--- config.mk ---
export PLATFORM = sky130hd
export DESIGN_NAME = wb_result_arbiter
export DESIGN_NICKNAME = d
export VERILOG_FILES = /design/src/rtl/wb_result_arbiter.sv
export SDC_FILE = /design/constraint.sdc
export NUM_CORES = 1
export LEC_CHECK = 0
export ABC_AREA = 0
export BUFFER_PORTS_ARGS = -buffer_cell sky130_fd_sc_hd__buf_2
export CORE_MARGIN = 4
export CORE_UTILIZATION = 37
export DETAILED_ROUTE_END_ITERATION = 10
export MAX_ROUTING_LAYER = met4
export PLACE_DENSITY = 0.77
export SLEW_MARGIN = 10
export SYNTH_ARGS = -nofsm -noshare
export SYNTH_HDL_FRONTEND = slang
export SYNTH_SLANG_ARGS = --single-unit
export TNS_END_PERCENT = 30
--- constraint.sdc ---
create_clock -name clk -period 3.1 [get_ports clk]
set_clock_uncertainty 0.15 [all_clocks]
set_input_delay 0.31 -clock clk [delete_from_list [all_inputs] [get_ports clk]]
set_output_delay 0.31 -clock clk [all_outputs]
set_load 0.005 [all_outputs]
--- src/rtl/wb_result_arbiter.sv ---
// Round-robin writeback arbiter: one-hot grant gating, wide OR merge and a
// 1-entry registered output buffer feeding the register-file write port.

module large_fan_in_or #(
    parameter int WIDTH       = 32,
    parameter int OR_QUANTITY = 4
) (
    input  logic [WIDTH*OR_QUANTITY-1:0] data_in,
    output logic [WIDTH-1:0]             data_out
);
    always_comb begin
        data_out = '0;
        for (int i = 0; i < OR_QUANTITY; i++) begin
            data_out = data_out | data_in[i*WIDTH +: WIDTH];
        end
    end
endmodule

// One source's AND stage: non-granted units contribute zero to the merge.
module wb_src_gate #(
    parameter int WIDTH    = 32,
    parameter int RD_WIDTH = 5
) (
    input  logic                grant,
    input  logic [WIDTH-1:0]    data,
    input  logic [RD_WIDTH-1:0] rd,
    output logic [WIDTH-1:0]    data_gated,
    output logic [RD_WIDTH-1:0] rd_gated
);
    assign data_gated = data & {WIDTH{grant}};
    assign rd_gated   = rd & {RD_WIDTH{grant}};
endmodule

module wb_result_arbiter #(
    parameter int WIDTH        = 32,
    parameter int SRC_QUANTITY = 4,
    parameter int RD_WIDTH     = 5
) (
    input  logic                             clk,
    input  logic                             rst,
    input  logic [SRC_QUANTITY-1:0]          src_valid,
    output logic [SRC_QUANTITY-1:0]          src_ready,
    input  logic [WIDTH*SRC_QUANTITY-1:0]    src_data,
    input  logic [RD_WIDTH*SRC_QUANTITY-1:0] src_rd,
    output logic                             wb_valid,
    input  logic                             wb_ready,
    output logic [WIDTH-1:0]                 wb_data,
    output logic [RD_WIDTH-1:0]              wb_rd,
    output logic [SRC_QUANTITY-1:0]          wb_src
);
    localparam int PW = (SRC_QUANTITY > 1) ? $clog2(SRC_QUANTITY) : 1;

    logic [PW-1:0]                    ptr_q, ptr_d, nxt_ptr;
    logic                             wb_valid_q, wb_valid_d;
    logic [WIDTH-1:0]                 wb_data_q, wb_data_d;
    logic [RD_WIDTH-1:0]              wb_rd_q, wb_rd_d;
    logic [SRC_QUANTITY-1:0]          wb_src_q, wb_src_d;
    logic [SRC_QUANTITY-1:0]          grant;
    logic                             can_load, xfer;
    logic [WIDTH*SRC_QUANTITY-1:0]    data_gated;
    logic [RD_WIDTH*SRC_QUANTITY-1:0] rd_gated;
    logic [WIDTH-1:0]                 merged_data;
    logic [RD_WIDTH-1:0]              merged_rd;

    assign can_load = !wb_valid_q || wb_ready;

    // Scan from ptr with wrap; first valid unit wins.
    always_comb begin
        int   idx;
        logic found;
        idx     = 0;
        found   = 1'b0;
        grant   = '0;
        nxt_ptr = ptr_q;
        for (int k = 0; k < SRC_QUANTITY; k++) begin
            idx = int'(ptr_q) + k;
            if (idx >= SRC_QUANTITY) idx = idx - SRC_QUANTITY;
            if (can_load && !found && src_valid[idx]) begin
                found      = 1'b1;
                grant[idx] = 1'b1;
                nxt_ptr    = (idx + 1 == SRC_QUANTITY) ? '0 : PW'(idx + 1);
            end
        end
    end

    // A single source is a plain pipeline register: ready tracks buffer space.
    assign src_ready = (SRC_QUANTITY == 1) ? {SRC_QUANTITY{can_load}} : grant;
    assign xfer      = |(src_valid & src_ready);

    for (genvar i = 0; i < SRC_QUANTITY; i++) begin : g_gate
        wb_src_gate #(.WIDTH(WIDTH), .RD_WIDTH(RD_WIDTH)) u_gate (
            .grant      (grant[i]),
            .data       (src_data[i*WIDTH +: WIDTH]),
            .rd         (src_rd[i*RD_WIDTH +: RD_WIDTH]),
            .data_gated (data_gated[i*WIDTH +: WIDTH]),
            .rd_gated   (rd_gated[i*RD_WIDTH +: RD_WIDTH])
        );
    end

    large_fan_in_or #(.WIDTH(WIDTH), .OR_QUANTITY(SRC_QUANTITY)) u_or_data (
        .data_in  (data_gated),
        .data_out (merged_data)
    );

    large_fan_in_or #(.WIDTH(RD_WIDTH), .OR_QUANTITY(SRC_QUANTITY)) u_or_rd (
        .data_in  (rd_gated),
        .data_out (merged_rd)
    );

    always_comb begin
        ptr_d      = ptr_q;
        wb_valid_d = wb_valid_q;
        wb_data_d  = wb_data_q;
        wb_rd_d    = wb_rd_q;
        wb_src_d   = wb_src_q;
        if (xfer) begin
            ptr_d      = nxt_ptr;
            wb_valid_d = 1'b1;
            wb_data_d  = merged_data;
            wb_rd_d    = merged_rd;
            wb_src_d   = grant;
        end else if (wb_ready) begin
            wb_valid_d = 1'b0;
        end
    end

    always_ff @(posedge clk or posedge rst) begin
        if (rst) begin
            ptr_q      <= '0;
            wb_valid_q <= 1'b0;
            wb_data_q  <= '0;
            wb_rd_q    <= '0;
            wb_src_q   <= '0;
        end else begin
            ptr_q      <= ptr_d;
            wb_valid_q <= wb_valid_d;
            wb_data_q  <= wb_data_d;
            wb_rd_q    <= wb_rd_d;
            wb_src_q   <= wb_src_d;
        end
    end

    assign wb_valid = wb_valid_q;
    assign wb_data  = wb_data_q;
    assign wb_rd    = wb_rd_q;
    assign wb_src   = wb_src_q;
endmodule

# [Word-level counts from Yosys, hierarchy flattened]
# Cells that the tools add are included.
[totals] output_inout_bits=46 mem_bits_rw=0 word_cells=111 latch_bits=0 rom_bits=0 reg_bits=44 mem_count=0
[op_classes] muxes=41 mul=0 reduce_logical=20 n_addsub=11 n_shift=0 eq_ne=4 n_bitwise=18 n_div=0 magnitude_cmp=12
[op_table] operator="adder 32 x 2 -> 32 bit (second input constant)" n=4
[op_table] operator="bitwise AND 32 bit" n=4
[op_table] operator="equality test 32 x 4 -> 1 bit (second input constant)" n=4
[op_table] operator=">= comparator 32 x 1 -> 1 bit (second input constant)" n=4
[op_table] operator="< comparator 32 x 4 -> 1 bit (second input constant)" n=4
[op_table] operator="two-way mux 32 bit" n=4
[op_table] operator="OR 32 bit" n=3
[op_table] operator="bitwise AND 5 bit" n=4
[op_table] operator="two-way mux 1 bit" n=17
[op_table] operator="two-way mux 2 bit" n=8
[op_table] operator="two-way mux 4 bit" n=4
[op_table] operator="OR 5 bit" n=3
[op_table] operator="OR 4 bit" n=3
[op_table] operator="subtractor 3 x 3 -> 4 bit (second input constant)" n=3
[op_table] operator="logical AND 1 bit" n=11
[op_table] operator=">= comparator 3 bit (second input constant)" n=3
[op_table] operator="binary-select mux 1 bit (select 2 bit)" n=4
[op_table] operator="demux 1 bit (select 2 bit)" n=4
[op_table] operator="adder 2 x 2 -> 3 bit (second input constant)" n=2
[op_table] operator="bitwise AND 4 bit" n=1
[op_table] operator="zero test 1 bit" n=4
[op_table] operator="nonzero test 4 bit" n=1
[op_table] operator="OR reduction 4 bit" n=1
[op_table] operator="subtractor 2 x 3 -> 4 bit (second input constant)" n=1
[op_table] operator="other kinds (5)" n=5

# [Logic depth before layout (Yosys ltp)]
[depth] ltp_word=23 mapped_depth=12 ltp_nobuf=9

# [Modules after synthesis]
# A second synthesis with hierarchy kept.
[unflattened] hier_cells=359 area_unflattened_um2=3813.7
[by_module_without_submodules] module="wb_result_arbiter" cells_each=162 area_each_um2=2364.8 instances=1 seq_area_each_um2=1101.1
[by_module_without_submodules] module="wb_src_gate" cells_each=40 area_each_um2=292.8 instances=4 seq_area_each_um2=0.0
[by_module_without_submodules] module="large_fan_in_or at u_or_data" cells_each=32 area_each_um2=240.2 instances=1 seq_area_each_um2=0.0
[by_module_without_submodules] module="large_fan_in_or at u_or_rd" cells_each=5 area_each_um2=37.5 instances=1 seq_area_each_um2=0.0

# [Worst setup path after synthesis]
# OpenSTA, ideal clock, no wires.
[synth_timing] kind="flip-flop to flip-flop" startpoint="register ptr_q[0]" endpoint="register wb_data_q[16], in the netlist wb_data[16]" path_buffers=3 t_arrival_ns=3.025 setup_ns=0.082 synth_period_minus_slack_ns=3.257 slack_ns=-0.157 path_stages_with_launch=12 cell_sequence="dfrtp_1 > buf_2 > inv_2 > ha_1 > mux4_2 > nand3b_1 > a21oi_1 > a222oi_1 > o2111ai_2 > buf_4 > buf_4 > a31oi_1"
[synth_between] elab_chain_len=23
[synth_rtl] element="start: declaration" line_no="53" text="logic [PW-1:0] ptr_q, ptr_d, nxt_ptr;"
[synth_rtl] element="start signal: assignment" line_no="135" text="ptr_q <= ptr_d;"
[synth_rtl] element="parallel branches: the longest is 18 deep, another holds >= comparator 32 x 1 -> 1 bit"
[synth_rtl] element="two-way mux 4 bit *" line_no="78" text="if (can_load && !found && src_valid[idx]) begin"
[synth_rtl] element="bitwise AND 32 bit" line_no="30" text="assign data_gated = data & {WIDTH{grant}};"
[synth_rtl] element="OR 32 bit (3 in series)" line_no="14" text="data_out = data_out | data_in[i*WIDTH +: WIDTH];"
[synth_rtl] element="end signal: assignment" line_no="137" text="wb_data_q <= wb_data_d;"
[synth_rtl] element="end: declaration" line_no="55" text="logic [WIDTH-1:0] wb_data_q, wb_data_d;"
# Mark *: on every way between the ends. The select of a mux whose other input is x is not followed.
# A chain may end at the register's enable or synchronous reset.

# [Worst setup path after layout]
[layout_timing] startpoint="register ptr_q[1]" endpoint="output port src_ready[2]"
[layout_between] elab_chain_len=19
[layout_rtl] element="parallel branches: the longest is 18 deep, another holds >= comparator 32 x 1 -> 1 bit"
[layout_rtl] element="two-way mux 4 bit *" line_no="78"
[layout_rtl] element="end: declaration" line_no="42" text="output logic [SRC_QUANTITY-1:0] src_ready,"
# Marks and branches as above.

==> flow_metrics.tcl <==
set metrics [dict create \
    outcome "finished, final reports clean" \
    async_reset_ff_share_pct 100 \
    synth_edf_count 0 \
    grt_pass1_wl_mm 15.1 \
    grtUsageMet3_pct 4.42 \
    hold_viol 0 \
    pwr-share-clk_pct 6.7 \
    power.internal_uw 2870 \
    portBuffers 200 \
    cts_buffers 5 \
    die_area_mm2 0.00904 \
    crit_arrival_ps 2590 \
    synth_top_family_by_area "compound AO/OA/AOI/OAI gates" \
    synth_nets 464 \
    end_kind "primary output" \
    yosys_most_used_dff "dfrtp_1" \
    p_sw_uw 2350 \
    avgSynthCellArea_um2 9.32 \
    grt-ovfl-total 0 \
    yosys.area_share.adder_pct 3.57 \
    layout-drive-gt1-share_pct 55.2 \
    grt.met2_usage_pct 38.3 \
    clkSlewWorstSetupHoldPaths_ps 90 \
    worstSkewPairLatency_ps 300 \
    grt-busiest-layer "met2" \
    ios 201 \
    combPwrFrac_pct 72.4 \
    max-cap-violations 0 \
    grt_max_degree 45 \
    initial_core_util_pct 38.3 \
    synthMuxAreaShare_pct 5.57 \
    grt_usage_pct 21.8 \
    min_period_ps 3050 \
    leakage_uw 0.00199 \
    max_freq_mhz 328 \
    netlist_area_mm2 0.00281 \
    wire_per_inst_um 17.0 \
    p_sw_share_pct 45.1 \
    chipWidth_um 95.1 \
    rows 31 \
    vdd_drop_max_uv 713 \
    cts_hold_buffers 0 \
    critPathMaxFanout 29 \
    cts_tree "yes" \
    setup_viol_count_final 0 \
    cts_buffer_depth 2 \
    critPathKind "flip-flop to primary output" \
    dr.pass1.iters 4 \
    synth-simple-area-share_pct 11.9 \
    p_per_area_mw_per_mm2 1220 \
    core_area_mm2 0.00733 \
    netlist_instances 301 \
    ant_nets 0 \
    required_ps 2640 \
    synth_seq_cells 44 \
    cts_sinks 44 \
    ys_seq_area_share_pct 39.2 \
    rsz0062_at_grt "yes" \
    yosysWarnings 0 \
    stdcell_area_mm2 0.00428 \
    layout_commonest_cell "buf_2" \
    hpwl_mm 7.53 \
    fp.dieH_um 95.1 \
    synth_compound_area_share_pct 33.2 \
    cts-root-buf "clkbuf_8" \
    slew_headroom_pct 39.3 \
    grt_pass1_vias 3277 \
    place_area_mm2 0.00397 \
    hold_class "input port to async pin" \
    gp_congestion 0.930 \
    grt_antenna_before_repair 0 \
    slew_viol_final 0 \
    seqPwrFrac_pct 20.9 \
    drt_iter0_markers 157 \
    area_delta_synth_final_pct 52.7 \
    worst_pin_slew_ps 909 \
    route.detailed.drc 0 \
    start_kind "flip-flop" \
    layout_common_cells "200 x buf_2, 75 x a22oi_1, 44 x dfrtp_1, 37 x a31oi_1, 25 x nor2_2" \
    nNetsFinal 668 \
    cts.htree.levels 2 \
    use_met1_pct 24.9 \
    synth-xor-area-share_pct 0.312 \
    whs_ps 50.6 \
    antenna_cells 0 \
    drt-vias-per-instance 5.51 \
    wirelength_mm 10.3 \
    num_vias 3327 \
    period_share_pct 98.4 \
    synth.distinct_cells 35 \
]
Yosys cell counts, drive strengths merged (2+ instances only):
cell type	number	area [um^2]
mux2	3	33.8
nor3	4	30.0
clkbuf	13	48.8
mux4	5	113
nand2b	8	50.1
o21ai	3	15.0
a31oi	38	238
nor2	42	158
a21oi	4	20.0
a22o	3	26.3
and2	2	12.5
dfrtp	44	1100
ha	8	100
buf	18	105
nand2	10	37.5
a22oi	75	563
a222oi	2	20.0
inv	5	18.8
nand3b	2	15.0
registers in the layout (all words and copies together) (netlist names):
name      flops
wb_valid      1
ptr_q         2
wb_data      32
wb_src        4
wb_rd         5
layout make-up:
class                   count  area [um^2]
fillers                   649         3050
clock inverters             2         12.5
flip-flops and latches     44         1100
repair buffers            228         1320
multi-input cells         221         1640
inverters                   5         18.8
well taps                  99          124
clock buffers               5         68.8
per-stage QoR:
step | std cells | setup TNS, ps | utilization [%] | total power [uW] | worst slack (ps)
after global routing | 604 | -1700 | 58.4 | 5680 | -75.8
final | 604 | 0 | 58.4 | 5220 | 51.0
after floorplan | 301 | 0 | - | 3260 | 36.6
after global placement | 588 | 0 | 54.1 | 4190 | 32.8
after detailed placement | 588 | -1190 | 54.1 | 4300 | -74.4
after CTS | 599 | -52.0 | 55.8 | 4760 | -52.0
power groups by stage:
stage	combinational, uW	sequential (uW)	clock [uW]
after global placement	3130	1060	0
after detailed placement	3240	1070	0
after floorplan	2160	1100	0
after CTS	3340	1060	361
final	3780	1090	350
after global routing	4170	1130	382
kinds of logic (layout without fill, tap and decap cells):
group                      Yosys count  count (layout)
DFF                                 44              44
muxes                                9               9
xor gates and xnor gates             1               1
adders and majority gates            8               8
buffers and inverters               36             240
AOI/OAI and AO/OA                  130             130
and+or+nand+nor                     73              73
final timing paths:
path / from / end / slack, ps / depth (start not counted)
max in group asynchronous: rst / wb_src[1] / 2170 / 2
max: ptr_q[1] / src_ready[2] / 50 / 8
min reg2reg: wb_src[3] / wb_src[3] / 380 / 1
max reg2reg: ptr_q[1] / wb_data[22] / 60 / 12
min in group clk: src_data[102] / wb_data[6] / 170 / 3
min: rst / wb_data[13] / 50 / 2
worst max-delay path, stage by stage (launching register included):
cell      delay, ps
dfrtp_1         360
inv_2            70
ha_4            290
mux4_2          600
nand3b_1        120
a21oi_1          90
or3_4           430
buf_12          180
buf_2           140
per-layer routing:
metal,share of wire (%),routed length (um)
met1,39,4000
met2,51,5180
met3,8.6,880
met4,1.8,188
met5,0,0
repair_timing:
action	CTS	global route
pin swaps	1	4
setup buffers	4	3
gates resized for setup	4	35
endpoints found under the setup margin	40	47
gates cloned	0	2
Power figures use the tool's default switching activity.
